--- config.mk ---
export PLATFORM = sky130hd
export DESIGN_NAME = inst_decode_stage
export DESIGN_NICKNAME = d
export VERILOG_FILES = /design/src/rtl/inst_decode_stage.sv
export SDC_FILE = /design/constraint.sdc
export NUM_CORES = 1
export LEC_CHECK = 0
export BUFFER_PORTS_ARGS = -buffer_cell sky130_fd_sc_hd__buf_4
export CORE_UTILIZATION = 48
export CTS_BUF_LIST = sky130_fd_sc_hd__clkbuf_8
export DETAILED_ROUTE_END_ITERATION = 16
export GPL_TIMING_DRIVEN = 1
export PLACE_DENSITY = 0.85
export SKIP_LAST_GASP = 1
export SLEW_MARGIN = 20
export SYNTH_ARGS = -nofsm -noshare
export SYNTH_HDL_FRONTEND = slang
export SYNTH_SLANG_ARGS = --single-unit
--- constraint.sdc ---
create_clock -name clk -period 1.82 [get_ports clk]
set_input_delay 0.182 -clock clk [delete_from_list [all_inputs] [get_ports clk]]
set_output_delay 0.182 -clock clk [all_outputs]
set_load 0.005 [all_outputs]
--- src/rtl/inst_decode_stage.sv ---
// Registered instruction-decode stage between fetch and register read.
// Splits the instruction word into its fields and adds sign/zero-extended
// immediates and a jump target. Valid/ready handshake on both sides. SKID=1
// uses a two-entry buffer so in_ready comes straight from a flop; SKID=0 is a
// single entry with a combinational in_ready. A saturating counter reports
// downstream stall cycles.
module inst_decode_stage #(
    parameter int XLEN  = 32,
    parameter int PC_W  = 32,
    parameter int SKID  = 1,
    parameter int CNT_W = 16
) (
    input  logic             clk,
    input  logic             rstn,
    input  logic             flush,
    input  logic             in_valid,
    output logic             in_ready,
    input  logic [31:0]      in_inst,
    input  logic [PC_W-1:0]  in_pc,
    output logic             out_valid,
    input  logic             out_ready,
    output logic [PC_W-1:0]  out_pc,
    output logic [5:0]       out_opecode,
    output logic [4:0]       out_rd,
    output logic [4:0]       out_rs,
    output logic [4:0]       out_rt,
    output logic [4:0]       out_shamt,
    output logic [5:0]       out_funct,
    output logic [XLEN-1:0]  out_immd_sext,
    output logic [XLEN-1:0]  out_immd_zext,
    output logic [PC_W-1:0]  out_jtarget,
    output logic [CNT_W-1:0] stall_cnt
);

    typedef struct packed {
        logic [PC_W-1:0] pc;
        logic [5:0]      opecode;
        logic [4:0]      rd;
        logic [4:0]      rs;
        logic [4:0]      rt;
        logic [4:0]      shamt;
        logic [5:0]      funct;
        logic [XLEN-1:0] sext;
        logic [XLEN-1:0] zext;
        logic [PC_W-1:0] jtarget;
    } dec_t;

    dec_t            dec_in;
    dec_t            main_q;
    logic [PC_W-1:0] jtarget;
    logic            in_fire;
    logic            out_fire;

    assign in_fire  = in_valid && in_ready;
    assign out_fire = out_valid && out_ready;

    // Only the bits above 28 of pc+4 reach the jump target, so build them as
    // pc[hi] plus a carry out of the 26-bit word index; wraps modulo 2^PC_W.
    generate
        if (PC_W > 28) begin : g_jt_hi
            logic carry;
            assign carry   = &in_pc[27:2];
            assign jtarget = {in_pc[PC_W-1:28] + (PC_W-28)'(carry), in_inst[25:0], 2'b00};
        end else begin : g_jt_lo
            assign jtarget = {in_inst[25:0], 2'b00};
        end
    endgenerate

    // Field split and immediate extension of the incoming word
    always_comb begin
        dec_in         = '0;
        dec_in.pc      = in_pc;
        dec_in.opecode = in_inst[31:26];
        dec_in.rd      = in_inst[25:21];
        dec_in.rs      = in_inst[20:16];
        dec_in.rt      = in_inst[15:11];
        dec_in.shamt   = in_inst[10:6];
        dec_in.funct   = in_inst[5:0];
        dec_in.sext    = XLEN'($signed(in_inst[15:0]));
        dec_in.zext    = XLEN'(in_inst[15:0]);
        dec_in.jtarget = jtarget;
    end

    generate
        if (SKID != 0) begin : g_skid
            typedef enum logic [1:0] {EMPTY, FULL1, FULL2} st_t;
            st_t  state, state_nxt;
            dec_t skid_q;

            // State register
            always_ff @(posedge clk or negedge rstn) begin
                if (!rstn) state <= EMPTY;
                else       state <= state_nxt;
            end

            // Next state; flush beats any transfer in the same cycle
            always_comb begin
                state_nxt = state;
                if (flush) begin
                    state_nxt = EMPTY;
                end else begin
                    case (state)
                        EMPTY: if (in_fire) state_nxt = FULL1;
                        FULL1: begin
                            if (in_fire && !out_fire)      state_nxt = FULL2;
                            else if (!in_fire && out_fire) state_nxt = EMPTY;
                        end
                        FULL2: if (out_fire) state_nxt = FULL1;
                        default: state_nxt = EMPTY;
                    endcase
                end
            end

            // Handshake outputs decoded from the registered state only
            always_comb begin
                in_ready  = (state != FULL2);
                out_valid = (state != EMPTY);
            end

            // Main entry feeds the outputs; skid catches the word that
            // arrives while main is stalled
            always_ff @(posedge clk or negedge rstn) begin
                if (!rstn) begin
                    main_q <= '0;
                    skid_q <= '0;
                end else if (!flush) begin
                    case (state)
                        EMPTY: if (in_fire) main_q <= dec_in;
                        FULL1: begin
                            if (in_fire && out_fire) main_q <= dec_in;
                            else if (in_fire)        skid_q <= dec_in;
                        end
                        FULL2: if (out_fire) main_q <= skid_q;
                        default: ;
                    endcase
                end
            end
        end else begin : g_single
            logic vld_q;

            // Single-entry occupancy; a fire on both sides keeps it full
            always_ff @(posedge clk or negedge rstn) begin
                if (!rstn)         vld_q <= 1'b0;
                else if (flush)    vld_q <= 1'b0;
                else if (in_fire)  vld_q <= 1'b1;
                else if (out_fire) vld_q <= 1'b0;
            end

            // Accept whenever the entry is empty or draining this cycle
            always_comb begin
                out_valid = vld_q;
                in_ready  = !vld_q || out_ready;
            end

            // Entry payload
            always_ff @(posedge clk or negedge rstn) begin
                if (!rstn)                  main_q <= '0;
                else if (!flush && in_fire) main_q <= dec_in;
            end
        end
    endgenerate

    // Saturating count of cycles the consumer holds us off
    always_ff @(posedge clk or negedge rstn) begin
        if (!rstn)
            stall_cnt <= '0;
        else if (out_valid && !out_ready && !(&stall_cnt))
            stall_cnt <= stall_cnt + 1'b1;
    end

    assign out_pc        = main_q.pc;
    assign out_opecode   = main_q.opecode;
    assign out_rd        = main_q.rd;
    assign out_rs        = main_q.rs;
    assign out_rt        = main_q.rt;
    assign out_shamt     = main_q.shamt;
    assign out_funct     = main_q.funct;
    assign out_immd_sext = main_q.sext;
    assign out_immd_zext = main_q.zext;
    assign out_jtarget   = main_q.jtarget;

endmodule

# [Word-level counts from Yosys, hierarchy flattened]
# Index checks and enable logic that the tools add are counted.
[word_totals] reg_bits=304 out_inout_bits=178 in_bits=69 wordCells=64
[op_classes] eq_ne=9 bitwise_logic=2 mux=10 addsub=2 reduce_logical=19
[ops] cell="two-way mux 160 bit" n=3
[ops] cell="case mux 160 bit (3 select lines)" n=1
[ops] cell="AND reduction 26 bit" n=1
[ops] cell="adder 16 x 1 -> 16 bit (second input constant)" n=1
[ops] cell="AND reduction 16 bit" n=1
[ops] cell="two-way mux 2 bit" n=5
[ops] cell="!= test 2 bit (second input constant)" n=4
[ops] cell="logical AND 1 bit" n=7
[ops] cell="!= test 3 bit (second input constant)" n=2
[ops] cell="case mux 2 bit (3 select lines)" n=1
[ops] cell="AND reduction 5 bit" n=1
[ops] cell="adder 4 x 1 -> 4 bit" n=1
[ops] cell="zero test 1 bit" n=4
[ops] cell="!= test 4 bit (second input constant)" n=1
[ops] cell="AND reduction 4 bit" n=1
[ops] cell="AND reduction 3 bit" n=1
[ops] cell="nonzero test 3 bit" n=1
[ops] cell="== test 2 x 1 -> 1 bit (second input constant)" n=1
[ops] cell="== test 2 bit (second input constant)" n=1
[ops] cell="zero test 2 bit" n=1
[ops] cell="inverter 1 bit" n=2
[ops] cell="nonzero test 2 bit" n=1

# [Logic depth before layout (Yosys ltp)]
[logic_depth] ltp_word=8 mapped_depth=8 mapped_depth_nobuf=8

# [Worst setup path before layout]
# OpenSTA, ideal clock, no wires.
[synth_path] path_type="input to register" from="input port in_pc[10]" to="register main_q (netlist bit out_jtarget[29])" setup_ps=125 path_stages=7 arrival_time_ps=1943 path_slack_ps=-248 t_required_ps=1695 path_buffers=0 path_cell_list="nand4_1 or4_1 nor4_1 ha_1 ha_1 mux2_2 mux2_2"
[synth_lines] item="from (decl)" line_no="19" rtl="input logic [PC_W-1:0] in_pc,"
[synth_lines] item="to (signal assigned)" line_no="128" rtl="EMPTY: if (in_fire) main_q <= dec_in;"
[synth_lines] item="to (signal assigned)" line_no="130" rtl="if (in_fire && out_fire) main_q <= dec_in;"
[synth_lines] item="to (signal assigned)" line_no="133" rtl="FULL2: if (out_fire) main_q <= skid_q;"
[synth_lines] item="to (decl)" line_no="49" rtl="dec_t main_q;"

# [Worst setup path in the final report]
[layout_path] from="register g_skid.state[0]" to="register main_q (netlist bit out_pc[27])"
[layout_via] elab_chain_len=5 word_cells_on_any_way=14 cone_classes="eq/ne: 6; mux: 1; reduce/logical: 7"
[layout_lines] item="from (decl)" line_no="87" rtl="st_t state, state_nxt;"
[layout_lines] item="from (signal assigned)" line_no="93" rtl="else state <= state_nxt;"
[layout_lines] item="!= test 2 bit / nonzero test 2 bit (equally long branches)" line_no="116, 117"
[layout_lines] item="logical AND 1 bit (on tied branches)" line_no="54, 55"
[layout_lines] item="logical AND 1 bit" line_no="130"
[layout_lines] item="!= test 2 bit (no source line)"
[layout_lines] item="AND reduction 5 bit (no source line)"
# Several ways; a longest one is shown, not always the timed one.
# A chain may end at the register's enable or synchronous reset.

==> impl_metrics.csv <==
group,metric,value,unit
run_status,outcome,"completed",
floorplan,width_of_the_die,127.6,µm
setup_path,crit_family,"multiplexers",
timing,finalSetupViolations,0,
routing,remaining_drc_errors,0,
routing,drt-wirelength-per-cell,17.38,µm
global_route,wire_length_of_the_first_global_routing_pass,27830,µm
timing,max_freq,0.5591,GHz
setup_path,regToRegSetupSlack,0.03,ns
routing,vias_per_cell,5.033,
min_path,hold_class,"in -> reg",
place,dp_hpwl,11530,µm
timing,finalWorstPathRequiredPeriod,1.789,ns
clock_tree,worst_skew_pair.late_latency,0.44,ns
setup_path,worstPathCellList,"nor2b_4 > buf_12 > clkbuf_16 > mux2_2 > mux2_2",
setup_path,worst_setup_path_end_kind,"register",
clock_tree,cts.path.max_buffers,2,
logic_synthesis,sequential_share_of_the_synthesized_area,0.5086,
clock_tree,clk_pin_slew_worst_paths,0.08,ns
floorplan,core_area,15310,µm²
floorplan,design.die.area,16290,µm²
global_route,maximum_number_of_pins_on_one_net_before_global_route_repair,55,
setup_path,worst_endpoint_data_arrival_time,2.11,ns
timing,totalNegativeSetupSlack,0,ns
global_route,first_global_vias,5498,
setup_path,worst_path_largest_cell_delay,0.49,ns
setup_path,setup.worst_path.start_class,"register",
floorplan,floorplan.initialDensity,0.4948,
timing,worst_slew_margin_rel,0.5835,
pwr,power_per_cell_area,1004,nW/µm²
clock_tree,cts_buffers,17,
timing,finalClockSkew,0.01130,ns
place,routabilityCongestion,0.7995,
clock_tree,cts_tree,"built",
global_route,grt_antenna_before_repair,0,
logic_synthesis,synth_edf_count,0,
clock_tree,cts.sink_count,154,
clock_tree,clk_root_buffer_cell,"sky130_fd_sc_hd__clkbuf_8",
timing,final-max-slew-violation-count,0,
logic_synthesis,synthArstFlopShare,1.000,
setup_path,cell_at_the_slowest_stage_of_the_critical_path,"sky130_fd_sc_hd__dfrtp_2",
timing,hold_viol_final,0,
logic_synthesis,synth-main-ff-cell,"sky130_fd_sc_hd__dfrtp_1",
routing,detail_route.iter0.violations,149,
setup_path,crit_type,"reg -> reg",
final_layout,number_of_antenna_repair_diodes,0,
timing,worst_max_slew_pin_slew,0.6248,ns
routing,routed_wl,17990,µm
pwr,power.static_leakage,4.817,nW
place,placement.io_buffers,228,
logic_synthesis,synth_largest_area_cell,"sky130_fd_sc_hd__dfrtp_1",
place,pre_cts_ws,-0.5076,ns
timing,finalCritPeriodShare,0.9828,
setup_path,cp_max_fo,19,
floorplan,placement_rows,45,
setup_path,worst_ep_required_time,2.14,ns
routing,antenna_left,0,
routing,detailedRoute.firstPassIterationCount,4,
floorplan,io_pins,247,
clock_tree,htree_num_levels,4,
logic_synthesis,synth_seq_cells,154,
global_route,global_router_s_overall_resource_usage,0.2200,
setup_path,critPathMostFrequentCell,"sky130_fd_sc_hd__mux2_2",
logic_synthesis,yosys-top-cells-area,"sky130_fd_sc_hd__dfrtp_1 51%, sky130_fd_sc_hd__mux2_2 29%, sky130_fd_sc_hd__buf_4 9.2%",
floorplan,die_y,127.6,µm
routing,detailroute.via_count,5209,
logic_synthesis,synthesis.area_per_instance,13.43,µm²
logic_synthesis,syn-cell-area,7577,µm²
logic_synthesis,yosysWarnings,0,
timing,final_critical_path_setup_slack,0.03139,ns
global_route,global_route.overflow_total,0,
final_layout,area_growth,37.20,%
logic_synthesis,yosys.cell_types.count,38,
final_layout,finalNetCount,884,
pwr,peakVddDrop,0.6608,mV
setup_path,critical_path_buf_inv_count,2,
final_layout,drive_gt1_frac,0.6371,
run,max_capacitance_violation_count,0,
final_layout,final_core_util,0.6788,
logic_synthesis,syn_inst,564,
logic_synthesis,synth_largest_type_area_fraction,0.5086,
power breakdown:
group	leakage (nW)	internal (mW)	switching (mW)
combinational	2.71	1.82	0.938
clock	0.230	1.64	1.27
sequential	1.87	4.22	0.548
registers in the layout, indices dropped and copies added, names as in the netlist, 4 cells and up:
register and flops:
g_skid.skid_q 68, out_funct 5, out_jtarget 6, out_opecode 6, out_pc 32, out_rd 4
out_rs 4, out_rt 4, out_shamt 4, stall_cnt 16
Yosys cell counts (2+ instances only):
cell type	number
sky130_fd_sc_hd__mux2_2	197
sky130_fd_sc_hd__dfrtp_1	154
sky130_fd_sc_hd__buf_4	93
sky130_fd_sc_hd__buf_2	19
sky130_fd_sc_hd__xor2_1	12
sky130_fd_sc_hd__nand2_1	11
sky130_fd_sc_hd__nor3_1	11
sky130_fd_sc_hd__nand4_1	9
sky130_fd_sc_hd__nand3_1	7
sky130_fd_sc_hd__mux2_1	6
sky130_fd_sc_hd__a21oi_1	5
sky130_fd_sc_hd__nor2_1	5
sky130_fd_sc_hd__ha_1	3
sky130_fd_sc_hd__o21ai_0	3
sky130_fd_sc_hd__buf_6	2
sky130_fd_sc_hd__nand2b_1	2
sky130_fd_sc_hd__nor2b_1	2
sky130_fd_sc_hd__nor3b_1	2
sky130_fd_sc_hd__or2_2	2
worst reg2reg max path, cell delays in order (launching register included):
cell and delay [ns]:
sky130_fd_sc_hd__dfrtp_2 0.49, sky130_fd_sc_hd__nor2b_4 0.24, sky130_fd_sc_hd__buf_12 0.14, sky130_fd_sc_hd__clkbuf_16 0.19
sky130_fd_sc_hd__mux2_2 0.36, sky130_fd_sc_hd__mux2_2 0.26
metal layers:
layer / routed length [µm] / vias to the layer above / GRT usage
li1: - / 2370 / -
met1: 7349 / 2616 / 0.2520
met2: 9382 / 188 / 0.3970
met3: 862 / 35 / 0.05025
met4: 395 / 0 / 0.08858
met5: 0 / - / 0
through the flow:
| step | cell area (µm²) | hold slack, ns | total power, mW | cells |
|---|---|---|---|---|
| after global placement | 9180 | 0.05645 | 7.256 | 936 |
| after detailed placement | 9180 | 0.05952 | 7.438 | 936 |
| final | 10400 | 0.03231 | 10.44 | 1035 |
| after global routing | 10400 | 0.02089 | 11.00 | 1035 |
| after CTS | 10150 | 0.005241 | 10.44 | 1018 |
| after floorplan | 7670 | -0.1136 | 6.231 | 581 |
worst paths after layout:
check / end / start / cells after the start
worst max-delay path: out_pc[27]$_DFFE_PN0P_ / g_skid.state[0]$_DFFE_PN0P_ / 5
worst min-delay path: g_skid.skid_q[158]$_DFFE_PN0P_ / in_pc[30] / 2
worst max register to register: out_pc[27]$_DFFE_PN0P_ / g_skid.state[0]$_DFFE_PN0P_ / 5
worst min register to register: g_skid.skid_q[17]$_DFFE_PN0P_ / g_skid.skid_q[17]$_DFFE_PN0P_ / 1
max in group asynchronous: g_skid.skid_q[113]$_DFFE_PN0P_ / rstn / 3
min in group asynchronous: g_skid.skid_q[135]$_DFFE_PN0P_ / rstn / 2
layout by cell type (no fill, tap or decap), types with 3 or more instances in the layout:
cell | synthesis | layout
sky130_fd_sc_hd__mux2_2 | 197 | 197
sky130_fd_sc_hd__clkbuf_8 | 0 | 21
sky130_fd_sc_hd__dfrtp_1 | 154 | 153
sky130_fd_sc_hd__xor2_1 | 12 | 12
sky130_fd_sc_hd__nand4_1 | 9 | 9
sky130_fd_sc_hd__buf_4 | 93 | 260
sky130_fd_sc_hd__a21oi_1 | 5 | 5
sky130_fd_sc_hd__nor3_1 | 11 | 10
sky130_fd_sc_hd__bufinv_16 | 0 | 4
sky130_fd_sc_hd__nand2_1 | 11 | 11
sky130_fd_sc_hd__mux2_1 | 6 | 6
sky130_fd_sc_hd__nand3_1 | 7 | 7
sky130_fd_sc_hd__buf_12 | 0 | 11
sky130_fd_sc_hd__conb_1 | 1 | 18
sky130_fd_sc_hd__nor2_1 | 5 | 5
sky130_fd_sc_hd__clkbuf_16 | 0 | 3
sky130_fd_sc_hd__dlygate4sd3_1 | 0 | 51
repair_timing:
action                                 CTS  global route
endpoints found under the hold margin  203             0
setup buffers                            0            14
resized for setup                        3             5
setup endpoints to repair              107            80
cloned                                   0             3
pin swaps                                1             1
hold buffers                            51             0
area by class of cell:
type	count	area [µm²]
Clock buffer	21	289.0
Clock inverter	10	162.7
Fill cell	1084	4918
Inverter	1	3.754
Multi-Input combinational cell	312	3053
Sequential cell	154	3855
Tap cell	211	264.0
Timing Repair Buffer	326	2769
cells by family (layout without fill, tap and decap cells):
kind of cell               Yosys count  in the layout  synth area share
DFF                                154            154            0.5086
and+or+nand+nor                     61             61           0.04822
xor gates and xnor gates            13             13           0.01503
other                                1             18         0.0004949
adders and majority gates            3              3          0.004954
muxes                              204            204            0.3037
buffers and inverters              115            358            0.1082
AOI/OAI and AO/OA                   13             13           0.01090
(Power assumes the default switching activity.)
